--- src/rtl/crc16_stream_if.sv ---
// Beat stream into the CRC engine: valid/ready handshake with frame
// delimiters and a byte count for the final, possibly partial, beat.
interface crc16_stream_if #(
  parameter int DATA_W = 72
) ();
  localparam int NBW = $clog2(DATA_W / 8 + 1);

  logic              in_valid;
  logic              in_ready;
  logic [DATA_W-1:0] in_data;
  logic              in_sop;
  logic              in_eop;
  logic [NBW-1:0]    in_nbytes;

  modport master (
    output in_valid, in_data, in_sop, in_eop, in_nbytes,
    input  in_ready
  );

  modport slave (
    input  in_valid, in_data, in_sop, in_eop, in_nbytes,
    output in_ready
  );
endinterface

--- src/rtl/crc16_stream.sv ---
// Streaming CRC-16 engine, MSB-first, one beat per cycle. A partial eop
// beat is finished byte-serially. The final register is compared against
// RESIDUE so the block serves both the generate and the check path.
module crc16_stream #(
  parameter int          DATA_W  = 72,
  parameter logic [15:0] POLY    = 16'h8005,
  parameter logic [15:0] INIT    = 16'h0000,
  parameter logic [15:0] XOR_OUT = 16'h0000,
  parameter logic [15:0] RESIDUE = 16'h0000
) (
  input  logic                clk,
  input  logic                reset_L,
  crc16_stream_if.slave       strm,
  output logic [15:0]         crc_out,
  output logic                crc_valid,
  output logic                crc_ok,
  output logic                abort,
  output logic                busy
);
  localparam int NB  = DATA_W / 8;
  localparam int NBW = $clog2(NB + 1);

  localparam logic [1:0] IDLE = 2'd0;
  localparam logic [1:0] RUN  = 2'd1;
  localparam logic [1:0] TAIL = 2'd2;
  localparam logic [1:0] DONE = 2'd3;

  logic [1:0]        state, state_nxt;
  logic [15:0]       crc_reg, crc_nxt, base;
  logic [NBW-1:0]    tail_cnt, tail_cnt_nxt;
  logic [DATA_W-1:0] tail_data;
  logic              accept, partial, load_tail, finish, abort_nxt;

  // Eight serial LFSR steps, MSB of the byte first.
  function automatic logic [15:0] crc_byte(input logic [15:0] c_in, input logic [7:0] b);
    logic [15:0] c;
    logic        fb;
    c = c_in;
    for (int i = 7; i >= 0; i--) begin
      fb = c[15] ^ b[i];
      c  = {c[14:0], 1'b0} ^ (fb ? POLY : 16'h0000);
    end
    return c;
  endfunction

  // Whole beat, most significant byte first.
  function automatic logic [15:0] crc_beat(input logic [15:0] c_in, input logic [DATA_W-1:0] d);
    logic [15:0] c;
    c = c_in;
    for (int i = NB - 1; i >= 0; i--) c = crc_byte(c, d[i*8 +: 8]);
    return c;
  endfunction

  assign strm.in_ready = (state != TAIL);
  assign busy          = (state == RUN) || (state == TAIL);
  assign crc_valid     = (state == DONE);

  // Next-state, next-register and frame-completion decode.
  always_comb begin
    accept       = strm.in_valid && strm.in_ready;
    partial      = (strm.in_nbytes != '0) && (int'(strm.in_nbytes) < NB);
    state_nxt    = state;
    crc_nxt      = crc_reg;
    tail_cnt_nxt = tail_cnt;
    base         = crc_reg;
    load_tail    = 1'b0;
    finish       = 1'b0;
    abort_nxt    = 1'b0;
    case (state)
      TAIL: begin
        crc_nxt      = crc_byte(crc_reg, tail_data[DATA_W-1 -: 8]);
        tail_cnt_nxt = tail_cnt - NBW'(1);
        if (tail_cnt == NBW'(1)) begin
          state_nxt = DONE;
          finish    = 1'b1;
        end
      end
      default: begin
        // IDLE and DONE drop beats without sop; RUN takes every beat.
        if (state != RUN) state_nxt = IDLE;
        if (accept && (strm.in_sop || state == RUN)) begin
          base      = strm.in_sop ? INIT : crc_reg;
          abort_nxt = (state == RUN) && strm.in_sop;
          if (strm.in_eop && partial) begin
            crc_nxt      = base;
            tail_cnt_nxt = strm.in_nbytes;
            load_tail    = 1'b1;
            state_nxt    = TAIL;
          end else begin
            crc_nxt = crc_beat(base, strm.in_data);
            if (strm.in_eop) begin
              state_nxt = DONE;
              finish    = 1'b1;
            end else begin
              state_nxt = RUN;
            end
          end
        end
      end
    endcase
  end

  // Control state, CRC register and held frame result.
  always_ff @(posedge clk or negedge reset_L) begin
    if (!reset_L) begin
      state    <= IDLE;
      crc_reg  <= INIT;
      tail_cnt <= '0;
      crc_out  <= '0;
      crc_ok   <= 1'b0;
      abort    <= 1'b0;
    end else begin
      state    <= state_nxt;
      crc_reg  <= crc_nxt;
      tail_cnt <= tail_cnt_nxt;
      abort    <= abort_nxt;
      if (finish) begin
        crc_out <= crc_nxt ^ XOR_OUT;
        crc_ok  <= (crc_nxt == RESIDUE);
      end
    end
  end

  // Latched eop beat, shifted up one byte per tail cycle.
  always_ff @(posedge clk) begin
    if (load_tail)          tail_data <= strm.in_data;
    else if (state == TAIL) tail_data <= tail_data << 8;
  end
endmodule

--- src/flat_wrapper.sv ---
// flat-port wrapper written by rule: the top's interface ports become plain ports
module crc16_stream_flat 
#(
  parameter int          DATA_W  = 72,
  parameter logic [15:0] POLY    = 16'h8005,
  parameter logic [15:0] INIT    = 16'h0000,
  parameter logic [15:0] XOR_OUT = 16'h0000,
  parameter logic [15:0] RESIDUE = 16'h0000
)
  (clk, reset_L, crc_out, crc_valid, crc_ok, abort, busy, strm_in_valid, strm_in_data, strm_in_sop, strm_in_eop, strm_in_nbytes, strm_in_ready);
  crc16_stream_if #(.DATA_W(DATA_W)) strm_i ();
  input  logic clk;
  input  logic reset_L;
  output logic [15:0] crc_out;
  output logic crc_valid;
  output logic crc_ok;
  output logic abort;
  output logic busy;
  input wire logic [$bits(strm_i.in_valid)-1:0] strm_in_valid;
  input wire logic [$bits(strm_i.in_data)-1:0] strm_in_data;
  input wire logic [$bits(strm_i.in_sop)-1:0] strm_in_sop;
  input wire logic [$bits(strm_i.in_eop)-1:0] strm_in_eop;
  input wire logic [$bits(strm_i.in_nbytes)-1:0] strm_in_nbytes;
  output wire logic [$bits(strm_i.in_ready)-1:0] strm_in_ready;
  assign strm_i.in_valid = strm_in_valid;
  assign strm_i.in_data = strm_in_data;
  assign strm_i.in_sop = strm_in_sop;
  assign strm_i.in_eop = strm_in_eop;
  assign strm_i.in_nbytes = strm_in_nbytes;
  assign strm_in_ready = strm_i.in_ready;
  crc16_stream #(.DATA_W(DATA_W), .POLY(POLY), .INIT(INIT), .XOR_OUT(XOR_OUT), .RESIDUE(RESIDUE)) u_core (.clk(clk), .reset_L(reset_L), .strm(strm_i), .crc_out(crc_out), .crc_valid(crc_valid), .crc_ok(crc_ok), .abort(abort), .busy(busy));
endmodule
--- config.mk ---
export PLATFORM = sky130hd
export DESIGN_NAME = crc16_stream_flat
export DESIGN_NICKNAME = d
export VERILOG_FILES = /design/src/rtl/crc16_stream_if.sv /design/src/rtl/crc16_stream.sv /design/src/flat_wrapper.sv
export SDC_FILE = /design/constraint.sdc
export NUM_CORES = 1
export LEC_CHECK = 0
export ABC_AREA = 0
export BUFFER_PORTS_ARGS = -buffer_cell sky130_fd_sc_hd__buf_2
export CORE_ASPECT_RATIO = 1.4
export CORE_MARGIN = 2
export CORE_UTILIZATION = 57
export DETAILED_ROUTE_END_ITERATION = 8
export PLACE_DENSITY_LB_ADDON = 0.12
export SLEW_MARGIN = 20
export SYNTH_ARGS = -nofsm -noshare
export SYNTH_HDL_FRONTEND = slang
export SYNTH_SLANG_ARGS = --single-unit
--- constraint.sdc ---
create_clock -name clk -period 5.4 [get_ports clk]
set_input_delay 0 -clock clk [delete_from_list [all_inputs] [get_ports clk]]
set_output_delay 0 -clock clk [all_outputs]
set_load 0.01 [all_outputs]
* After elaboration in Yosys (flattened, before gate mapping)
Index checks and enable logic that the tools add are counted.
Word-level totals: flip-flop bits (word level) 112, latch bits 0, RAM bits 0, bits in read-only memories 0, input port bits 81, output and inout port bits 21, memories kept 0
Cells by class: $add $sub $neg 1, multiply operators 0, divide/modulo/power cells 0, $lt $le $gt $ge 1, eq/ne operators 7, shift-type cells 0, muxes and demuxes 105, bitwise operators 160, reduce and logical (&&, ||, !) cells 15
Operators by type and width (count):
- 16-bit two-way mux | 84
- 16-bit XOR | 80
- 72-bit two-way mux | 2
- 1-bit XOR | 80
- 16-bit zero test | 1
- 2-bit two-way mux | 6
- 4-bit two-way mux | 3
- 1-bit two-way mux | 10
- 2-bit nonzero test | 3
- 1-bit logical AND | 5
- 2-bit equality test (second input constant) | 2
- 4-bit by 1-bit equality test with 1-bit output (second input constant) | 1
- 4-bit < comparator (second input constant) | 1
- 2-bit by 1-bit inequality test with 1-bit output (second input constant) | 2
- 2-bit AND reduction | 2
- 4-bit nonzero test | 1
- 4-bit by 1-bit subtractor with 4-bit output (second input constant) | 1
- 3-bit nonzero test | 1
- 2-bit by 1-bit equality test with 1-bit output (second input constant) | 1
- 1-bit logical OR | 2
- 2-bit inequality test (second input constant) | 1

* Depth between registers and ports, before layout
depth after elaboration 221, gate-level depth with buffers 15, depth with buffers taken out 13

* Worst setup path before layout
No wires, ideal clock.
path type register to register, from register u_core.crc_reg[11], to register u_core.crc_ok, library setup time 0.076 ns, arrival time 3.629 ns, slack 1.694 ns, cell stages (with the launch flop) 12, path buffers 1, path through dfrtp_1 > buf_2 > xnor2_1 > nor2_1 > xnor3_1 > xnor3_1 > xnor2_1 > xnor3_1 > xnor3_2 > a221o_1 > or4_1 > o21ai_1
RTL lines:
- start, declared | RTL line crc16_stream.sv:29 | logic [15:0] crc_reg, crc_nxt, base;
- start signal, assigned | RTL line crc16_stream.sv:114 | crc_reg <= crc_nxt;
- 16-bit two-way mux | RTL line crc16_stream.sv:82 | base = strm.in_sop ? INIT : crc_reg;
- 16-bit XOR (4 in a row) | RTL line crc16_stream.sv:41 | c = {c[14:0], 1'b0} ^ (fb ? POLY : 16'h0000);
- 1-bit XOR | RTL line crc16_stream.sv:40 | fb = c[15] ^ b[i];
- 16-bit two-way mux | RTL line crc16_stream.sv:41
- 16-bit XOR | RTL line crc16_stream.sv:41
- 1-bit XOR | RTL line crc16_stream.sv:40
- 16-bit two-way mux | RTL line crc16_stream.sv:41
- 16-bit XOR | RTL line crc16_stream.sv:41
- [192 not listed]
- 1-bit XOR | RTL line crc16_stream.sv:40
- 16-bit two-way mux | RTL line crc16_stream.sv:41
- 16-bit XOR (2 in a row) | RTL line crc16_stream.sv:41
- 16-bit two-way mux | RTL line crc16_stream.sv:84 | if (strm.in_eop && partial) begin
- 16-bit two-way mux | RTL line crc16_stream.sv:81 | if (accept && (strm.in_sop || state == RUN)) begin
- 16-bit two-way mux (*) | RTL line crc16_stream.sv:69 | case (state)
- net u_core.crc_nxt[1] | RTL line crc16_stream.sv:29
- 16-bit zero test (*) | RTL line crc16_stream.sv:119 | crc_ok <= (crc_nxt == RESIDUE);
- end signal, assigned | RTL line crc16_stream.sv:119
- end, declared | RTL line crc16_stream.sv:16 | output logic crc_ok,
The timed path passes the listed nets; every way through them passes the cells marked *. A chain may end at the register's enable or synchronous reset.

* Worst setup path after layout
Ends and elaborated chain as after synthesis.

==> metrics.log <==
[metrics] result of the run: finished, final reports clean
[metrics] critical path capture point: u_core.crc_ok
[metrics] placer congestion estimate: between 0.9 and 1
[metrics] leading post-synthesis cells by cell area: sky130_fd_sc_hd__edfxtp_1, sky130_fd_sc_hd__xnor2_1, sky130_fd_sc_hd__dfrtp_1
[metrics] final non-filler cell total: 861
[metrics] area of the die: 0.0142 sq mm
[metrics] synthesized flop and latch total: around 110
[metrics] most frequent standard cell in the layout excluding fill and tap cells: sky130_fd_sc_hd__xnor2_1
[metrics] family of cells with the greatest summed delay on the critical path: XOR/XNOR gates
[metrics] number of flops mapped to enable cells by yosys: 72
[metrics] unrepaired setup endpoints after global routing: no
[metrics] total via count after detailed routing: about 5000
[metrics] type of the most critical hold path: in2reg
[metrics] WP depth: 10
[metrics] startpoint of the most critical setup path: u_core.crc_reg[11]
[metrics] Rel. slew slack: 32.2%
[metrics] cell type contributing the most total cell area after synthesis: sky130_fd_sc_hd__edfxtp_1
[metrics] Post-Place Cells: roughly 810
[metrics] Synthesis Warnings: 0
[metrics] height of the die: 140 microns
[metrics] final setup violation count: 0
[metrics] Worst Tran Pin Value: 1.02 ns
[metrics] count of antenna diodes in the layout: 0
[metrics] placeable core region: 0.0129 sq mm
[metrics] smallest setup slack after layout: about 1.2 ns
[metrics] dominant cell type by count on the critical path: sky130_fd_sc_hd__xnor3_1
[metrics] share of the core filled with cells in the final layout: 68.8%
[metrics] commonest cells after routing, fill and taps aside: sky130_fd_sc_hd__xnor2_1, sky130_fd_sc_hd__buf_2, sky130_fd_sc_hd__mux2_2, sky130_fd_sc_hd__edfxtp_1, sky130_fd_sc_hd__dfrtp_1
[metrics] placed standard-cell area: 0.00816 sq mm
[metrics] kind of end point of the critical path: flip-flop
[metrics] number of flip-flops under the largest register name: 72
[metrics] global-route usage over all layers: 28.1%
[metrics] fraction of final layout cells with drive strength greater than 1: 32.9%
[metrics] Critical Path RT: ~5.7 ns
[metrics] proportion of register bits with asynchronous set or reset after synthesis: 35.7%
[metrics] number of I/O port buffers: between 100 and 150
[metrics] max-capacitance violation count: 0
[metrics] slowest stage cell, crit path: sky130_fd_sc_hd__xnor3_1
[metrics] wire per inst: 22.3 microns
[metrics] clk_lat worst skew: 0.36 ns
[metrics] antenna violations before repair: 0
[metrics] M1 GR Usage: 33.2%
[metrics] maximum number of pins on one net before global-route repair: 74
[metrics] Synthesized Nets: 651
[metrics] Reg2Reg Setup Slack: 1.20 ns
[metrics] worst reg2reg startpoint: u_core.crc_reg[11]
[metrics] post-route minimum period: 4.20 ns
[metrics] sequential area share after synthesis: 41.9%
[metrics] average cell area after synthesis: 13.4 sq um
[metrics] FF-to-FF End: u_core.crc_ok
[metrics] startpoint type of the worst setup path: flip-flop
[metrics] post-CTS sizing: 0
[metrics] number of sinks driven by the clock tree: 112
[metrics] Worst Path Max Fanout: 6
[metrics] TritonCTS clock tree: yes
[metrics] register clock-pin slew on the reported worst setup and hold paths: approximately 0.080 ns
[metrics] Top Ports: 102
[metrics] HPWL reported at the end of detailed placement: 14.6 mm
[metrics] Leakage Power: 3.65 nW
[metrics] starting DRC count in detailed routing: around 210
[metrics] fraction of post-synthesis cell area in the top cell type by area: 28.6%
[metrics] Netlist Area Pre-Place: 0.00755 sq mm
[metrics] Fin. Hold Viols: 0
[metrics] Remaining DRCs: 0
[metrics] ratio of routed vias to standard cells: 5.69
[metrics] synthesis-to-layout area growth: 17.3%
[metrics] final slew viol count: 0
[metrics] die extent in x: 101 microns
[metrics] Worst Skew: ~0.014 ns
[metrics] final period utilization: 77.8%
[metrics] overflow left after global routing: 0
[metrics] initial core utilization: around three fifths
[metrics] primary flip-flop cell chosen by synthesis mapping: sky130_fd_sc_hd__edfxtp_1
[metrics] Std-Cell Rows: 49
[metrics] busiest layer in global routing: met2
[metrics] setup tns final: 0 ns
[metrics] maximum clock path buffer count: 2
[metrics] class of the most critical setup path: reg2reg
[metrics] detailed-routing iteration count for the pre-antenna-repair pass: 5
[metrics] Yosys cell types: 62
[metrics] global-route wire length before repair: 29.1 mm
[metrics] cells along the critical path: xnor2_1 -> nor2_1 -> xnor3_1 -> xnor3_1 -> xnor2_1 -> xnor3_1 -> xnor3_2 -> a221o_1 -> or4_1 -> o21ai_1
[metrics] number of buffers inserted during clock tree synthesis: 9
[metrics] worst ir drop on vdd: 0.00103 V
[metrics] combined buffer and inverter count along the critical path: 0
[metrics] Worst R2R Path Depth: 10
[metrics] number of global-route vias before repair: 5143
[metrics] highest achievable clock rate: roughly 240 MHz
[metrics] H-tree levels: 3
[metrics] launch point of the worst hold path: strm_in_data[18]
[metrics] number of nets in the finished design: 789
[metrics] stage delay of the slowest cell on the critical path: 0.53 ns
[metrics] placement-stage worst setup slack: 1.25 ns
[metrics] CTS root buf: sky130_fd_sc_hd__clkbuf_16
[metrics] power per unit of standard cell area: 778 mW/mm^2
[metrics] Critical Path AT: 4.48 ns
[metrics] area of all placed cells without fillers: approximately 0.009 sq mm
[metrics] Cells after Synth: 565
[metrics] number of antenna-violating nets in the routed design: 0
[metrics] grt met2 use: between 50% and 60%
[metrics] total routed wirelength: 19.2 mm
[metrics] routing usage on met3: 3.69%
-- synthesized netlist by cell type (all sizes together), types with 2 or more instances --
| master | instances |
|---|---|
| xnor3 | 35 |
| nand2b | 2 |
| a22oi | 2 |
| o221ai | 7 |
| nand2 | 22 |
| xor3 | 4 |
| and3 | 10 |
| edfxtp | 72 |
| a21oi | 8 |
| dfrtp | 40 |
| nor4b | 3 |
| ha | 5 |
| or3 | 3 |
| inv | 7 |
| nand3 | 2 |
| buf | 7 |
| xor2 | 37 |
| o21ai | 12 |
| mux2 | 80 |
| xnor2 | 130 |
| or4 | 3 |
| nor3 | 3 |
| nor2b | 10 |
| nor3b | 2 |
| and2 | 3 |
| clkbuf | 12 |
| nand3b | 2 |
| nor2 | 23 |
-- layout make-up --
cell class | instances | area [sq um]
clock buffer | 9 | 225
clock inverter | 7 | 75.1
fill | 951 | 4020
inverter | 8 | 30.0
multi-input combinational | 425 | 4210
sequential | 112 | 3160
tap | 153 | 191
timing repair buffer | 147 | 961
-- per-layer routing --
metal	vias to the layer above	wire [microns]
met2	148	10700
met4	0	495
met1	2445	7370
met5	-	0
met3	30	614
li1	2277	-
-- kinds of logic (layout without fill, tap and decap cells) --
logic type	after synthesis	count (layout)	synth area share, %
XOR/XNOR	206	206	32.2
flip-flops	112	112	41.9
AND/OR/NAND/NOR	91	91	6.61
multiplexers	80	80	11.9
AO/OA/AOI/OAI	43	43	4.19
buffers and inverters	28	171	2.39
adder cells (fa/ha/maj)	5	5	0.829
-- worst min-delay path by stage --
stage | end | slack (ns) | depth (start not counted)
final | u_core.tail_data[18] | 0.01 | 2
after global routing | u_core.tail_data[26] | 0.008 | 2
after CTS | u_core.tail_data[18] | 0.002 | 2
after detailed placement | u_core.crc_out[5] | 0.19 | 1
after global placement | u_core.crc_out[12] | 0.18 | 1
after floorplan | u_core.abort | -0.30 | 0
-- power breakdown --
| part | switching [mW] | internal [mW] |
|---|---|---|
| logic | 2.30 | 2.61 |
| registers | 0.163 | 1.15 |
| clock network | 0.345 | 0.327 |
| total | 2.81 | 4.08 |
-- repair_timing --
item | CTS | global route
hold buffers | 39 | 0
buffers inserted | 0 | 0
endpoints found under the hold margin | 79 | 0
-- through the flow --
stage	hold WS (ns)	total power, mW
after floorplan	-0.296	5.23
final	0.0132	6.89
after global routing	0.00793	7.14
after CTS	0.00169	6.86
after detailed placement	0.186	6.18
after global placement	0.176	6.11
Note: power is estimated with default switching activity, not from simulation.
